### config.mk
export PLATFORM = sky130hd
export DESIGN_NAME = mem_bus_arbiter
export DESIGN_NICKNAME = d
export VERILOG_FILES = /design/src/rtl/mem_bus_arbiter.sv
export SDC_FILE = /design/constraint.sdc
export NUM_CORES = 1
export LEC_CHECK = 0
export BUFFER_PORTS_ARGS = -buffer_cell sky130_fd_sc_hd__buf_4
export CAP_MARGIN = 20
export CORE_AREA = 2 2 319 321
export CTS_BUF_LIST = sky130_fd_sc_hd__clkbuf_4 sky130_fd_sc_hd__clkbuf_8 sky130_fd_sc_hd__clkbuf_16
export DETAILED_ROUTE_END_ITERATION = 10
export DIE_AREA = 0 0 321 323
export GPL_ROUTABILITY_DRIVEN = 0
export MAX_ROUTING_LAYER = met4
export SLEW_MARGIN = 10
export SYNTH_ARGS = -nofsm -noshare
export SYNTH_HDL_FRONTEND = slang
export SYNTH_SLANG_ARGS = --single-unit
### constraint.sdc
create_clock -name clk -period 13.98 [get_ports clk]
set_clock_uncertainty 0.2 [all_clocks]
set_input_delay 1.398 -clock clk [delete_from_list [all_inputs] [get_ports clk]]
set_output_delay 1.398 -clock clk [all_outputs]
set_load 0.01 [all_outputs]
### src/rtl/mem_bus_arbiter.sv
// -----------------------------------------------------------------------------
// mem_bus_arbiter
//
// Shares one memory-bus slave port between three masters:
//   M0 instruction fetch, M1 load/store, M2 spare (debug/DMA).
// One transaction is in flight at a time. The FSM walks IDLE -> BUSY -> RESP.
// A slave that never acknowledges is aborted after TIMEOUT BUSY cycles; the
// aborted master gets a zero read response and bus_err pulses.
//
// Handshake: a master raises mN_en_r and/or mN_en_w and holds address, byte
// enables and data stable while mN_stall is high. The single cycle in which
// mN_stall is low (RESP for that master) completes the request; mN_r_valid
// pulses in the same cycle for reads. On the slave side s_req stays high for
// the whole BUSY phase, s_* payload is stable throughout, and the first cycle
// with s_ack high ends the access (s_rdata sampled in that cycle).
//
// Configuration macro:
//   ARB_FIXED_PRIO_EN  defined   -> fixed priority M1 > M0 > M2
//                      undefined -> round-robin starting after last grant
//
// Ports:
//   clk, rst                  clock, asynchronous active-high reset
//   mN_en_r / mN_en_w         read / write request per master (N = 0..2)
//   mN_addr, mN_sel, mN_wdata request payload per master
//   mN_stall                  request pending, hold inputs
//   mN_rdata, mN_r_valid      read data (holds last value) and 1-cycle valid
//   s_req, s_we, s_addr,
//   s_sel, s_wdata            registered slave request
//   s_ack, s_rdata            slave completion and read data
//   bus_err, err_id           timeout abort pulse and id of aborted master
//   dbg_state                 current FSM state (0 IDLE, 1 BUSY, 2 RESP)
// -----------------------------------------------------------------------------
module mem_bus_arbiter #(
    parameter int ADDR_W  = 64,
    parameter int DATA_W  = 64,
    parameter int TIMEOUT = 16
) (
    input  logic              clk,
    input  logic              rst,

    input  logic              m0_en_r,
    input  logic              m0_en_w,
    input  logic [ADDR_W-1:0] m0_addr,
    input  logic [7:0]        m0_sel,
    input  logic [DATA_W-1:0] m0_wdata,
    output logic              m0_stall,
    output logic [DATA_W-1:0] m0_rdata,
    output logic              m0_r_valid,

    input  logic              m1_en_r,
    input  logic              m1_en_w,
    input  logic [ADDR_W-1:0] m1_addr,
    input  logic [7:0]        m1_sel,
    input  logic [DATA_W-1:0] m1_wdata,
    output logic              m1_stall,
    output logic [DATA_W-1:0] m1_rdata,
    output logic              m1_r_valid,

    input  logic              m2_en_r,
    input  logic              m2_en_w,
    input  logic [ADDR_W-1:0] m2_addr,
    input  logic [7:0]        m2_sel,
    input  logic [DATA_W-1:0] m2_wdata,
    output logic              m2_stall,
    output logic [DATA_W-1:0] m2_rdata,
    output logic              m2_r_valid,

    output logic              s_req,
    output logic              s_we,
    output logic [ADDR_W-1:0] s_addr,
    output logic [7:0]        s_sel,
    output logic [DATA_W-1:0] s_wdata,
    input  logic              s_ack,
    input  logic [DATA_W-1:0] s_rdata,

    output logic              bus_err,
    output logic [1:0]        err_id,
    output logic [1:0]        dbg_state
);

    typedef enum logic [1:0] {
        IDLE = 2'd0,
        BUSY = 2'd1,
        RESP = 2'd2
    } state_t;

    state_t state, state_n;

    // Per-master views gathered into vectors so selection can be indexed.
    logic [2:0]        req;
    logic [2:0]        en_w;
    logic [ADDR_W-1:0] addr_a  [3];
    logic [7:0]        sel_a   [3];
    logic [DATA_W-1:0] wdata_a [3];
    logic [DATA_W-1:0] rdata_q [3];

    logic [1:0] g;          // master owning the current transaction
    logic [1:0] pick;       // arbitration winner while IDLE
    logic [7:0] cnt;        // BUSY cycles elapsed without s_ack
    logic       timeout_hit;
    logic       done;

    assign req  = {m2_en_r | m2_en_w, m1_en_r | m1_en_w, m0_en_r | m0_en_w};
    assign en_w = {m2_en_w, m1_en_w, m0_en_w};

    assign addr_a[0]  = m0_addr;
    assign addr_a[1]  = m1_addr;
    assign addr_a[2]  = m2_addr;
    assign sel_a[0]   = m0_sel;
    assign sel_a[1]   = m1_sel;
    assign sel_a[2]   = m2_sel;
    assign wdata_a[0] = m0_wdata;
    assign wdata_a[1] = m1_wdata;
    assign wdata_a[2] = m2_wdata;

    // ------------------------------------------------------------------
    // Arbitration
    // ------------------------------------------------------------------
`ifdef ARB_FIXED_PRIO_EN
    // Loads/stores first so fetch can never starve them, spare port last.
    always_comb begin
        pick = 2'd2;
        if (req[1])
            pick = 2'd1;
        else if (req[0])
            pick = 2'd0;
    end
`else
    logic [1:0] last_grant;
    logic [1:0] rr_start;
    logic [2:0] cand;

    // Scan from lowest to highest priority so the last hit is the winner;
    // highest priority is the master right after the previous grant.
    always_comb begin
        pick     = 2'd0;
        cand     = 3'd0;
        rr_start = (last_grant == 2'd2) ? 2'd0 : last_grant + 2'd1;
        for (int k = 2; k >= 0; k--) begin
            cand = {1'b0, rr_start} + 3'(k);
            if (cand >= 3'd3)
                cand = cand - 3'd3;
            if (req[cand[1:0]])
                pick = cand[1:0];
        end
    end
`endif

    // ------------------------------------------------------------------
    // FSM next state
    // ------------------------------------------------------------------
    // An ack in the final counted cycle wins over the abort.
    assign timeout_hit = (cnt == 8'(TIMEOUT - 1)) && !s_ack;
    assign done        = s_ack || timeout_hit;

    always_comb begin
        state_n = state;
        case (state)
            IDLE:    if (|req) state_n = BUSY;
            BUSY:    if (done) state_n = RESP;
            RESP:    state_n = IDLE;
            default: state_n = IDLE;
        endcase
    end

    // ------------------------------------------------------------------
    // Registers
    // ------------------------------------------------------------------
    always_ff @(posedge clk or posedge rst) begin
        if (rst) begin
            state   <= IDLE;
            g       <= 2'd0;
            cnt     <= 8'd0;
            s_req   <= 1'b0;
            s_we    <= 1'b0;
            s_addr  <= '0;
            s_sel   <= 8'h00;
            s_wdata <= '0;
            bus_err <= 1'b0;
            err_id  <= 2'd0;
            for (int n = 0; n < 3; n++)
                rdata_q[n] <= '0;
        end else begin
            state   <= state_n;
            bus_err <= 1'b0;
            case (state)
                IDLE: begin
                    if (|req) begin
                        // Write wins when a master raises both; its read is
                        // picked up on a later grant.
                        g       <= pick;
                        s_req   <= 1'b1;
                        s_we    <= en_w[pick];
                        s_addr  <= addr_a[pick];
                        s_sel   <= en_w[pick] ? sel_a[pick] : 8'hFF;
                        s_wdata <= wdata_a[pick];
                        cnt     <= 8'd0;
                    end
                end
                BUSY: begin
                    if (done) begin
                        s_req <= 1'b0;
                        cnt   <= 8'd0;
                        // Response data is loaded here so it is already
                        // visible during RESP alongside r_valid.
                        if (!s_we) begin
                            for (int n = 0; n < 3; n++)
                                if (g == 2'(n))
                                    rdata_q[n] <= s_ack ? s_rdata : '0;
                        end
                        if (timeout_hit) begin
                            bus_err <= 1'b1;
                            err_id  <= g;
                        end
                    end else begin
                        cnt <= cnt + 8'd1;
                    end
                end
                default: ;
            endcase
        end
    end

`ifndef ARB_FIXED_PRIO_EN
    // Reset to 2 so that M0 is searched first after reset.
    always_ff @(posedge clk or posedge rst) begin
        if (rst)
            last_grant <= 2'd2;
        else if (state == IDLE && |req)
            last_grant <= pick;
    end
`endif

    // ------------------------------------------------------------------
    // Master-side outputs
    // ------------------------------------------------------------------
    logic in_resp;
    assign in_resp = (state == RESP);

    assign m0_stall   = req[0] && !(in_resp && g == 2'd0);
    assign m1_stall   = req[1] && !(in_resp && g == 2'd1);
    assign m2_stall   = req[2] && !(in_resp && g == 2'd2);

    assign m0_r_valid = in_resp && g == 2'd0 && !s_we;
    assign m1_r_valid = in_resp && g == 2'd1 && !s_we;
    assign m2_r_valid = in_resp && g == 2'd2 && !s_we;

    assign m0_rdata   = rdata_q[0];
    assign m1_rdata   = rdata_q[1];
    assign m2_rdata   = rdata_q[2];

    assign dbg_state  = state;

endmodule

# Yosys cells after proc, flatten, opt, wreduce, memory -nomap -nowiden
# Cells that the tools add are included.
# op_classes
add_sub_neg	7
multipliers	0
div_mod_pow	0
order_cmp	8
eq_ne	8
n_shift	0
n_mux	38
bitwise_logic	5
reduce_logical	29
# ops
cell	n
2-to-1 mux 64 bit	5
binary-select mux 64 bit (select 2 bit)	2
2-to-1 mux 8 bit	5
2-to-1 mux 2 bit	9
binary-select mux 8 bit (select 2 bit)	1
one-hot mux 8 bit (2 select lines)	1
< comparator 2 x 3 -> 1 bit, second input constant	4
AND reduction 4 bit	3
logical AND 1 bit	11
2-to-1 mux 1 bit	9
adder 8 x 1 -> 8 bit, second input constant	1
binary-select mux 1 bit (select 2 bit)	4
equality test 8 x 4 -> 1 bit, second input constant	1
equality test 2 bit, second input constant	3
greater-or-equal comparator 3 x 2 -> 1 bit, second input constant	2
AND reduction 2 bit	3
AND reduction 3 bit	2
subtractor 2 bit, second input constant	3
logical NOT 1 bit	5
equality test 2 x 1 -> 1 bit, second input constant	2
logical NOT 2 bit	2
one-hot mux 2 bit (2 select lines)	1
adder 2 x 1 -> 3 bit, second input constant	1
adder 2 x 2 -> 3 bit, second input constant	1
12 further kinds	14
# word_totals
register_bits	347
latchBits	0
ramBits	0
rom_bits	0
mem_count	0

# Depth between registers and ports, before layout
# Gate-level depths: netlist of run 1.
# logic_depth
word_depth	15
mapped_depth	9
mapped_depth_nobuf	6

# Least setup slack after synthesis of run 1
# No wires, ideal clock.
# synth_path
path_type	input -> output
from	input m2_en_r
to	output m2_stall
arrival_time_ps	1709
slack_ps	10673
stages	2
path_cell_list	nor2_1 -> a31oi_1
# synth_via
elab_chain_len	2
# synth_rtl
item	line	source
start, declared	59	input logic m2_en_r,
OR 1 bit	103	assign req = {m2_en_r | m2_en_w, m1_en_r | m1_en_w, m0_en_r | m0_en_w};
logical AND 1 bit	242	assign m2_stall = req[2] && !(in_resp && g == 2'd2);
end, declared	64	output logic m2_stall,
# No other way between the ends.

# Final worst setup path of run 1
# layout_path
from	input m0_en_r
to	register s_addr[34]
# layout_via
elab_chain_len	10
word_cells_on_any_way	16
cone_classes	mux (12); bitwise (2); reduce/logical (2)
# layout_rtl
item	line	source
start, declared	41	input logic m0_en_r,
OR 1 bit *	103	
binary-select mux 1 bit (select 2 bit)	143	if (req[cand[1:0]])
2-to-1 mux 1 bit (implied by the code)	143	
2-to-1 mux 2 bit (3 in series)	143	
NOT 2 -> 3 bit (implied by the code)	194	s_addr <= addr_a[pick];
binary-select mux 64 bit (select 2 bit)	194	
2-to-1 mux 64 bit (implied by the code) (2 in series)	194	
end signal, assigned	194	
end, declared	70	output logic [ADDR_W-1:0] s_addr,
# Mark *: on every way between the ends. The rest lies on a longest branch, timed or not. The select of a mux whose other input is x is not followed.
# A chain may end at the register's enable or synchronous reset.

==> results.yml, run 1 <==
clock_tree:
  cts_sinks: 346
  post_cts_resized: 0
  holdBufCountCts: 0
  clockBufferDepth: 3
  numCtsBuffers: 43
  cts_setup_buffers: 0
  path_clk_slew_ns: 0.06
  cts-root-buf: "clkbuf_16"
  htree_levels: 2
  cts_tree: "done"
  worstSkewPairLatency_ns: 0.59
worst_setup_path:
  start_kind: "primary input"
  regToRegSetupSlack_ns: 10.13
  crit_required_ns: 14.28
  rr_endpoint: "s_addr[34]$_DFFE_PP0P_"
  r2r_cells: 8
  worst-setup-path-type: "in -> reg"
  r2r-start: "g[0]$_DFFE_PP0P_"
  crit_path_end_kind: "flop"
  critPathArrivalTime_ns: 4.87
  crit_start: "m0_en_r"
  critPathCapture: "s_addr[34]$_DFFE_PP0P_"
  path_max_fanout: 64
finish:
  utilization_pct: 24.40
  area_delta_synth_final_pct: 58.95
  fill_cells: 10819
  final_nets: 2492
  design_area_mm2: 0.02458
  instances_no_fill: 3372
  drive_gt1_share_pct: 55.28
sta:
  setup_viol: 0
  finalHoldViolCount: 0
  finalCritPeriodShare_pct: 32.72
  tightest_slew_ns: 0.9513
  fin_ws_ns: 9.405
  max_slew_margin_pct: 36.58
  drv_slew: 0
  period_needed_ns: 4.575
  fmax_ghz: 0.2186
  hold_ws_ns: 0.2875
  setup_tns_ns: 0
  rsz0062_at_grt: "no"
status:
  status: "completed"
route:
  via_count: 13617
  dr.pass1.iters: 5
  drc_errors: 0
  wl_um: 81780
  via_per_inst: 4.038
  wl_per_cell_um: 24.25
  ant_nets: 0
  drtIter0Drc: 796
synthesis:
  syn_area_mm2: 0.01546
  synth-seq-area-share_pct: 56.00
  synth_fp_nets: 1693
  synth_flop_cell: "dfrtp_1"
  synth_most_common_cell: "dfrtp_1"
  syn_inst: 1211
  synthArstFlopShare_pct: 100.0
  yosysTopAreaCell: "dfrtp_1"
  synth_area_leaders: "dfrtp_1, mux2_2, mux2i_1"
  yosys_warnings: 0
  ys_ff_latch: 346
  avgSynthCellArea_um2: 12.77
  synth_cell_types: 51
  synth_common_cells: "dfrtp_1, mux2_2, o21ai_0"
  synthDominantCellAreaShare_pct: 55.83
  synth_edf_count: 0
placed_design:
  numPortBuffers: 821
  dpl.hpwl_um: 65880
  pre_cts_ws_ns: 8.776
  place_area_mm2: 0.02299
  placedCellCount: 3274
worst_hold_path:
  hold_depth: 1
  hold_class: "reg -> reg"
  min_from: "m0_rdata[0]$_DFFE_PP0P_"
die:
  die-area_mm2: 0.1037
  die_h_um: 323
  initial_core_util_pct: 15.35
  io_pins: 822
  fp.dieW_um: 321
  core_mm2: 0.1007
  rows: 117
pwr:
  pwr-share-seq_pct: 32.8
  power_density_mw_per_mm2: 206.3
  net-switching-power_mw: 1.925
  p_comb_share_pct: 43.0
  ir_drop_v: 0.0001116
  power_mw: 5.071
  clock_power_share_pct: 24.2
  p_int_mw: 3.146
  switching_share_pct: 37.96
  leakagePower_nw: 12.13
global_route:
  antenna_found_initial: 29
  grt_pass1_wl_um: 108800
  grtUsageTotal_pct: 15.45
  grt_pass1_vias: 13589
  grt_max_degree: 116
  grt-ovfl-total: 0
flow_run:
  cap_violations: 0
-- state kept, by name, summed over array words and instances (netlist names) --
signal / flops
bus_err: 1
s_sel: 8
last_grant: 1
s_we: 1
cnt: 8
m2_rdata: 64
s_addr: 64
dbg_state: 2
m0_rdata: 64
err_id: 2
m1_rdata: 64
g: 2
s_wdata: 64
s_req: 1
-- routing by layer --
metal	wire, um	up-vias	part of all wire [%]	GRT usage [%]
li1	-	6118	-	-
met1	34210	6744	42	18.74
met2	38370	672	47	23.98
met3	6950	83	8.5	5.247
met4	2243	0	2.7	5.130
met5	0	-	0	-
-- logic make-up (layout without fill, tap and decap cells) --
logic type | Yosys count | after routing | share of synthesized area (%)
AO/OA/AOI/OAI | 318 | 318 | 13.06
XOR/XNOR | 1 | 1 | 0.05665
adder cells (fa/ha/maj) | 1 | 1 | 0.08090
buffers and inverters | 96 | 929 | 3.350
flip-flops | 346 | 346 | 56.00
multiplexers | 325 | 325 | 22.62
other | 0 | 19 | 0
AND/OR/NAND/NOR | 124 | 124 | 4.839
-- layout by cell type, fill, tap and decap left out, drive strengths merged, types with 2 or more instances in the layout --
master,count
diode,19
and2,68
a21boi,7
nand4,2
clkinvlp,6
nor4,3
a22oi,128
clkinv,8
a211oi,7
mux2,195
o21ai,142
nor4b,2
clkbuf,57
buf,846
o21bai,2
a21o,3
nand2b,2
inv,6
a21oi,4
nor2,22
o31ai,2
nand3,2
nand2,10
and3,2
or4,2
a31oi,3
dfrtp,345
nor3,2
mux2i,130
o22ai,14
bufinv,6
-- critical path: stages --
cell and delay (ns):
buf_4 0.12, or4_1 0.59, a2bb2oi_2 0.21, buf_4 0.20
nor3_4 0.41, buf_4 0.66, buf_4 0.73, a22oi_1 0.23
o21ai_0 0.13
-- area by class of cell --
class | instances | area (um^2) | share of cell area [%]
flip-flops and latches | 346 | 8660 | 35.23
repair buffers | 846 | 6349 | 25.83
multi-input cells | 769 | 6322 | 25.72
well taps | 1309 | 1638 | 6.664
clock buffers | 57 | 1242 | 5.055
clock inverters | 22 | 297.8 | 1.212
diodes | 19 | 47.55 | 0.1934
inverters | 4 | 22.52 | 0.09163
-- power by group through the flow --
| stage | sequential, mW | clock, mW | combinational (mW) |
|---|---|---|---|
| 2_1_floorplan | 1.77 | 0 | 0.911 |
| 3_3_place_gp | 1.68 | 0 | 2.20 |
| 3_5_place_dp | 1.68 | 0 | 2.22 |
| 4_1_cts | 1.67 | 1.27 | 2.22 |
| 5_1_grt | 1.71 | 1.31 | 2.34 |
| 6_report | 1.66 | 1.23 | 2.18 |
-- how the worst min path moves through the flow --
| stage | end | slack (ns) |
|---|---|---|
| after floorplan | cnt[7]$_DFFE_PP0P_ | 0.24 |
| after global placement | m0_rdata[6]$_DFFE_PP0P_ | 0.27 |
| after detailed placement | m0_rdata[0]$_DFFE_PP0P_ | 0.28 |
| after CTS | cnt[7]$_DFFE_PP0P_ | 0.29 |
| after global routing | m0_rdata[0]$_DFFE_PP0P_ | 0.31 |
| final | m0_rdata[0]$_DFFE_PP0P_ | 0.29 |
Power figures use the tool's default switching activity.
==> run 2: changes to the inputs <==
--- a/config.mk
+++ b/config.mk
@@ -7,10 +7,10 @@
 export LEC_CHECK = 0
 export BUFFER_PORTS_ARGS = -buffer_cell sky130_fd_sc_hd__buf_4
 export CAP_MARGIN = 20
-export CORE_AREA = 2 2 319 321
+export CORE_AREA = 2 2 324 326
 export CTS_BUF_LIST = sky130_fd_sc_hd__clkbuf_4 sky130_fd_sc_hd__clkbuf_8 sky130_fd_sc_hd__clkbuf_16
 export DETAILED_ROUTE_END_ITERATION = 10
-export DIE_AREA = 0 0 321 323
+export DIE_AREA = 0 0 326 328
 export GPL_ROUTABILITY_DRIVEN = 0
 export MAX_ROUTING_LAYER = met4
 export SLEW_MARGIN = 10
==> constraint.sdc (replaced) <==
create_clock -name clk -period 3.7 [get_ports clk]
set_clock_uncertainty 0.2 [all_clocks]
set_input_delay 0.37 -clock clk [delete_from_list [all_inputs] [get_ports clk]]
set_output_delay 0.37 -clock clk [all_outputs]
set_load 0.01 [all_outputs]
==> run 2 against run 1 <==
Sequential power rose to 3.8 times the previous value. Non-clock buffer count up 362. Count of clock-buffer cells in the layout unchanged. Sequential share of layout area down 4.7 points. Clock power rose to 3.9 times the previous value. Critical path depth down 1. Critical endpoint is now s_addr[36]$_DFFE_PP0P_. Via count up 11%. Utilization up 3.1 points. Design area up 16%. Worst setup slack worse by 9.3 ns.
==> results.yml, run 2 (same netlist as run 1, synthesis figures left out) <==
die:
  die_h_um: 328
  fp.dieW_um: 326
  die-area_mm2: 0.1069
  initial_core_util_pct: 14.98
  io_pins: 822
  core_mm2: 0.1032
  rows: 118
route:
  wl_um: 82290
  drtIter0Drc: 842
  wl_per_cell_um: 21.65
  drc_errors: 0
  via_per_inst: 3.973
  dr.pass1.iters: 5
  ant_nets: 0
  via_count: 15102
pwr:
  leakagePower_nw: 13.83
  ir_drop_v: 0.0004422
  switching_share_pct: 36.51
  net-switching-power_mw: 7.878
  p_comb_share_pct: 49.1
  power_density_mw_per_mm2: 759.9
  p_int_mw: 13.70
  pwr-share-seq_pct: 28.9
  clock_power_share_pct: 22.0
flow_run:
  cap_violations: 0
worst_setup_path:
  cp_num_buf_inv: 3
  cpMaxStageDelayCell: "dlygate4sd3_1"
  cp_num_cells: 8
  crit_chain: "o21ba_2 > or4_4 > and2_4 > buf_12 > mux2i_1 > dlygate4sd3_1 > o21ai_1 > dlygate4sd3_1"
  r2r_cells: 8
  path_max_fanout: 36
  path_delay_family: "buffers and inverters"
  crit_path_end_kind: "flop"
  worst-setup-path-type: "reg -> reg"
  start_kind: "flop"
  crit_required_ns: 3.97
  crit_top_cell: "dlygate4sd3_1"
  critPathArrivalTime_ns: 3.83
  max_stage_delay_ns: 0.58
global_route:
  antenna_found_initial: 17
  grt-ovfl-total: 0
  grt_pass1_wl_um: 113400
  grt_max_degree: 103
  grt_pass1_vias: 15928
  grtUsageTotal_pct: 15.02
clock_tree:
  cts_tree: "done"
  cts-root-buf: "clkbuf_16"
  worstSkewPairLatency_ns: 0.58
  clockBufferDepth: 3
  htree_levels: 2
  numCtsBuffers: 44
  cts_sinks: 346
  path_clk_slew_ns: 0.06
placed_design:
  pre_cts_ws_ns: 0.6743
  numPortBuffers: 821
  placedCellCount: 3387
  dpl.hpwl_um: 63850
finish:
  final_cell_mix: "buf_4, dfrtp_1, dlygate4sd3_1"
  layout_commonest_cell: "buf_4"
  area_delta_synth_final_pct: 83.65
  multi_input_area_mm2: 0.006339
  fill_cells: 10780
  drive_gt1_share_pct: 49.15
  instances_no_fill: 3801
  final_nets: 2856
  seq_area_mm2: 0.008660
sta:
  fin_ws_ns: 0.1379
  finalCritPeriodShare_pct: 96.27
  rsz0062_at_grt: "no"
  max_slew_margin_pct: 43.40
  setup_viol: 0
  hold_ws_ns: 0.02765
  tightest_slew_ns: 0.8483
  drv_slew: 0
  finalHoldViolCount: 0
  fmax_ghz: 0.2807
  period_needed_ns: 3.562
worst_hold_path:
  hold_depth: 3
  hold_class: "in -> reg"
status:
  status: "completed"
## run 2: cell types whose count changed in the layout (fill, tap and decap cells not counted), moves of 2 or more
cell,change
dlygate4sd3_1,+313
buf_4,+36
buf_12,+13
diode_2,-5
and2_2,+2
bufinv_16,+2
clkinvlp_4,-2
## run 2: path summary, 6_finish.rpt
| path | start | endpoint | slack, ns |
|---|---|---|---|
| max | last_grant[1]$_DFFE_PP1P_ | s_addr[36]$_DFFE_PP0P_ | 0.14 |
| min | m1_addr[38] | s_addr[38]$_DFFE_PP0P_ | 0.03 |
| max reg2reg | last_grant[1]$_DFFE_PP1P_ | s_addr[36]$_DFFE_PP0P_ | 0.14 |
| min reg2reg | cnt[7]$_DFFE_PP0P_ | cnt[7]$_DFFE_PP0P_ | 0.28 |
| max in group asynchronous | rst | m2_rdata[8]$_DFFE_PP0P_ | 1.96 |
| min in group asynchronous | rst | m2_rdata[43]$_DFFE_PP0P_ | 0.28 |
## run 2: per-stage QoR
| stage | total power, mW | TNS (ns) | utilization, % | area (um^2) |
|---|---|---|---|---|
| 2_1_floorplan | 10.12 | -517.62 | - | 15470 |
| 3_3_place_gp | 15.15 | 0 | 22.83 | 23560 |
| 3_5_place_dp | 15.25 | 0 | 22.83 | 23560 |
| 4_1_cts | 21.66 | 0 | 27.41 | 28290 |
| 5_1_grt | 22.80 | 0 | 27.52 | 28400 |
| 6_report | 21.58 | 0 | 27.52 | 28400 |
## run 2: layer usage
metal / global-route usage (%) / vias to the layer above / part of all wire, %
met1: 16.38 / 7417 / 38
met4: 7.083 / 0 / 4.7
met2: 23.64 / 713 / 47
met3: 6.316 / 131 / 10
met5: - / - / 0
li1: - / 6841 / -
## run 2: area by class of cell
class / count / area share, %
antenna: 14 / 0.1234
clock buffer: 57 / 4.375
clock inverter: 22 / 1.251
inverter: 4 / 0.06609
multi-input combinational: 770 / 22.32
sequential: 346 / 30.49
tap: 1380 / 6.080
timing repair buffer: 1208 / 35.29
## run 2: worst min-delay path, stage by stage
cell and delay, ns:
buf_4 0.07, mux2i_1 0.15, o21ai_0 0.20
## run 2: what timing repair did
item                                    in CTS  in global routing
gates resized for setup                      0                  4
endpoints found under the setup margin       0                  8
hold endpoints to repair                   313                  0
hold buffers                               313                  0
buffers inserted                             0                  7
## run 2: power by group through the flow
stage / clock, mW / combinational, mW / sequential [mW]
global route: 5.07 / 11.3 / 6.41
floorplan: 0 / 3.44 / 6.68
CTS: 4.91 / 10.5 / 6.22
finish: 4.75 / 10.6 / 6.23
global placement: 0 / 8.90 / 6.25
detailed placement: 0 / 8.98 / 6.27
==> run 3: changes to the inputs <==
--- a/config.mk
+++ b/config.mk
@@ -7,11 +7,10 @@
 export LEC_CHECK = 0
 export BUFFER_PORTS_ARGS = -buffer_cell sky130_fd_sc_hd__buf_4
 export CAP_MARGIN = 20
-export CORE_AREA = 2 2 324 326
+export CORE_AREA = 2 2 319 321
 export CTS_BUF_LIST = sky130_fd_sc_hd__clkbuf_4 sky130_fd_sc_hd__clkbuf_8 sky130_fd_sc_hd__clkbuf_16
 export DETAILED_ROUTE_END_ITERATION = 10
-export DIE_AREA = 0 0 326 328
-export GPL_ROUTABILITY_DRIVEN = 0
+export DIE_AREA = 0 0 321 323
 export MAX_ROUTING_LAYER = met4
 export SLEW_MARGIN = 10
 export SYNTH_ARGS = -nofsm -noshare
==> constraint.sdc (replaced) <==
create_clock -name clk -period 4.1 [get_ports clk]
set_clock_uncertainty 0.2 [all_clocks]
set_input_delay 0.41 -clock clk [delete_from_list [all_inputs] [get_ports clk]]
set_output_delay 0.41 -clock clk [all_outputs]
set_load 0.01 [all_outputs]
==> run 3 against run 2 <==
Cell count fell by 4.0%. Fmax rose by 2.4%. Combinational power down 15%. Global-route usage is 0.47 points higher. Sequential share of layout area increased by 0.94 points. Wire length fell by 0.51%. Largest power group unchanged. Sequential cell count is the same. Clock power decreased by 15%. Hold slack improved by 0.0038 ns. Utilization fell by 0.17 points. Highest routed layer unchanged. Non-clock buffer count down 67. Register-to-register slack better by 0.49 ns.
==> results.yml, run 3 (same netlist as run 1, synthesis figures left out) <==
placed_design:
  numPortBuffers: 821
  gp_congestion: 0.8594
  dpl.hpwl_um: 62820
sta:
  finalCritPeriodShare_pct: 84.80
  rsz0062_at_grt: "no"
  tightest_slew_ns: 0.8855
  setup_tns_ns: 0
  setup_viol: 0
  period_needed_ns: 3.477
  drv_slew: 0
  max_slew_margin_pct: 40.20
  finalHoldViolCount: 0
  fmax_ghz: 0.2876
worst_setup_path:
  crit_path_end_kind: "flop"
  crit_required_ns: 4.43
  critPathArrivalTime_ns: 3.81
  start_kind: "flop"
  cp_num_buf_inv: 2
  max_stage_delay_ns: 0.73
  cpMaxStageDelayCell: "and2_1"
  crit_chain: "nor2_1 > and2_1 > nand2_4 > buf_12 > o21ai_0 > dlygate4sd3_1"
  worst-setup-path-type: "reg -> reg"
  path_max_fanout: 128
  path_delay_family: "simple AND/OR/NAND/NOR gates"
clock_tree:
  worstSkewPairLatency_ns: 0.59
  cts_sinks: 346
  holdBufCountCts: 279
  numCtsBuffers: 43
  cts-root-buf: "clkbuf_16"
  path_clk_slew_ns: 0.06
  cts_tree: "done"
  post_cts_resized: 0
  clockBufferDepth: 3
  htree_levels: 2
  cts_setup_buffers: 0
global_route:
  grt_max_degree: 131
  antenna_found_initial: 13
  grtUsageTotal_pct: 15.49
  grt_pass1_vias: 15113
  grt-ovfl-total: 0
  grt_pass1_wl_um: 112400
finish:
  layout_commonest_cell: "buf_4"
  utilization_pct: 27.35
  area_delta_synth_final_pct: 78.14
  drive_gt1_share_pct: 48.86
  final_nets: 2787
  final_cell_mix: "buf_4, dfrtp_1, dlygate4sd3_1"
status:
  status: "completed"
route:
  wl_um: 81870
  drtIter0Drc: 814
  wl_per_cell_um: 22.43
  drc_errors: 0
  via_count: 14845
  ant_nets: 0
  dr.pass1.iters: 6
  via_per_inst: 4.067
pwr:
  ir_drop_v: 0.0003769
  power_density_mw_per_mm2: 676.0
  leakagePower_nw: 13.44
  power_mw: 18.62
die:
  die-area_mm2: 0.1037
  initial_core_util_pct: 15.35
  io_pins: 822
  core_mm2: 0.1007
  fp.dieW_um: 321
  rows: 117
  die_h_um: 323
worst_hold_path:
  hold_class: "in -> reg"
flow_run:
  cap_violations: 0
run 3: changes by cell type in the layout (fill, tap and decap cells not counted), sizes merged, moves of 4 or more:
cell,change
bufinv,-4
buf,-33
clkinv,-6
dlygate4sd3,-34
inv,+4
diode,-6
run 3: metal layers:
| metal | global-route usage [%] | share of wire [%] |
|---|---|---|
| met3 | 4.289 | 7.6 |
| met2 | 25.21 | 48 |
| met1 | 18.72 | 41 |
| met5 | - | 0 |
| met4 | 4.393 | 3.0 |
run 3: report_power, final:
group          internal (mW)  leakage, nW  total [mW]  switching [mW]
Sequential              4.73         4.41        5.58           0.842
Clock                   2.36        0.710        4.02            1.66
Combinational           4.67         8.31        9.03            4.36
Total                   11.8         13.4        18.6            6.86
run 3: final timing paths:
check,startpoint,slack (ns),cells after the start,endpoint
setup / recovery,dbg_state[1]$_DFFE_PP0P_,0.62,6,s_wdata[58]$_DFFE_PP0P_
hold / removal,m1_addr[31],0.03,3,s_addr[31]$_DFFE_PP0P_
setup reg to reg,dbg_state[1]$_DFFE_PP0P_,0.62,6,s_wdata[58]$_DFFE_PP0P_
hold reg to reg,cnt[7]$_DFFE_PP0P_,0.28,1,cnt[7]$_DFFE_PP0P_
max in group asynchronous,rst,2.31,4,m0_rdata[55]$_DFFE_PP0P_
min in group asynchronous,rst,0.32,3,m2_rdata[26]$_DFFE_PP0P_
run 3: per-stage QoR:
stage	hold slack (ns)	std cells	setup WS [ns]	area, um^2
3_3_place_gp	0.2707	3290	1.184	23270
5_1_grt	0.01509	3649	0.5033	27540
4_1_cts	0.002030	3642	0.7570	27530
2_1_floorplan	0.2425	1211	-1.140	15470
6_report	0.03146	3650	0.6230	27550
3_5_place_dp	0.2820	3290	1.154	23270
run 3: final cells by class:
class / count / area (um^2)
antenna: 8 / 20.02
clock buffer: 55 / 1210
clock inverter: 18 / 251.5
fill: 10567 / 73170
inverter: 4 / 18.77
multi-input combinational: 769 / 6322
sequential: 346 / 8660
tap: 1309 / 1638
timing repair buffer: 1141 / 9427
run 3: worst register-to-register path, stage by stage, from the launching register on:
cell,delay (ns)
dfrtp_1,0.54
nor2_1,0.42
and2_1,0.73
nand2_4,0.11
buf_12,0.22
o21ai_0,0.61
dlygate4sd3_1,0.59
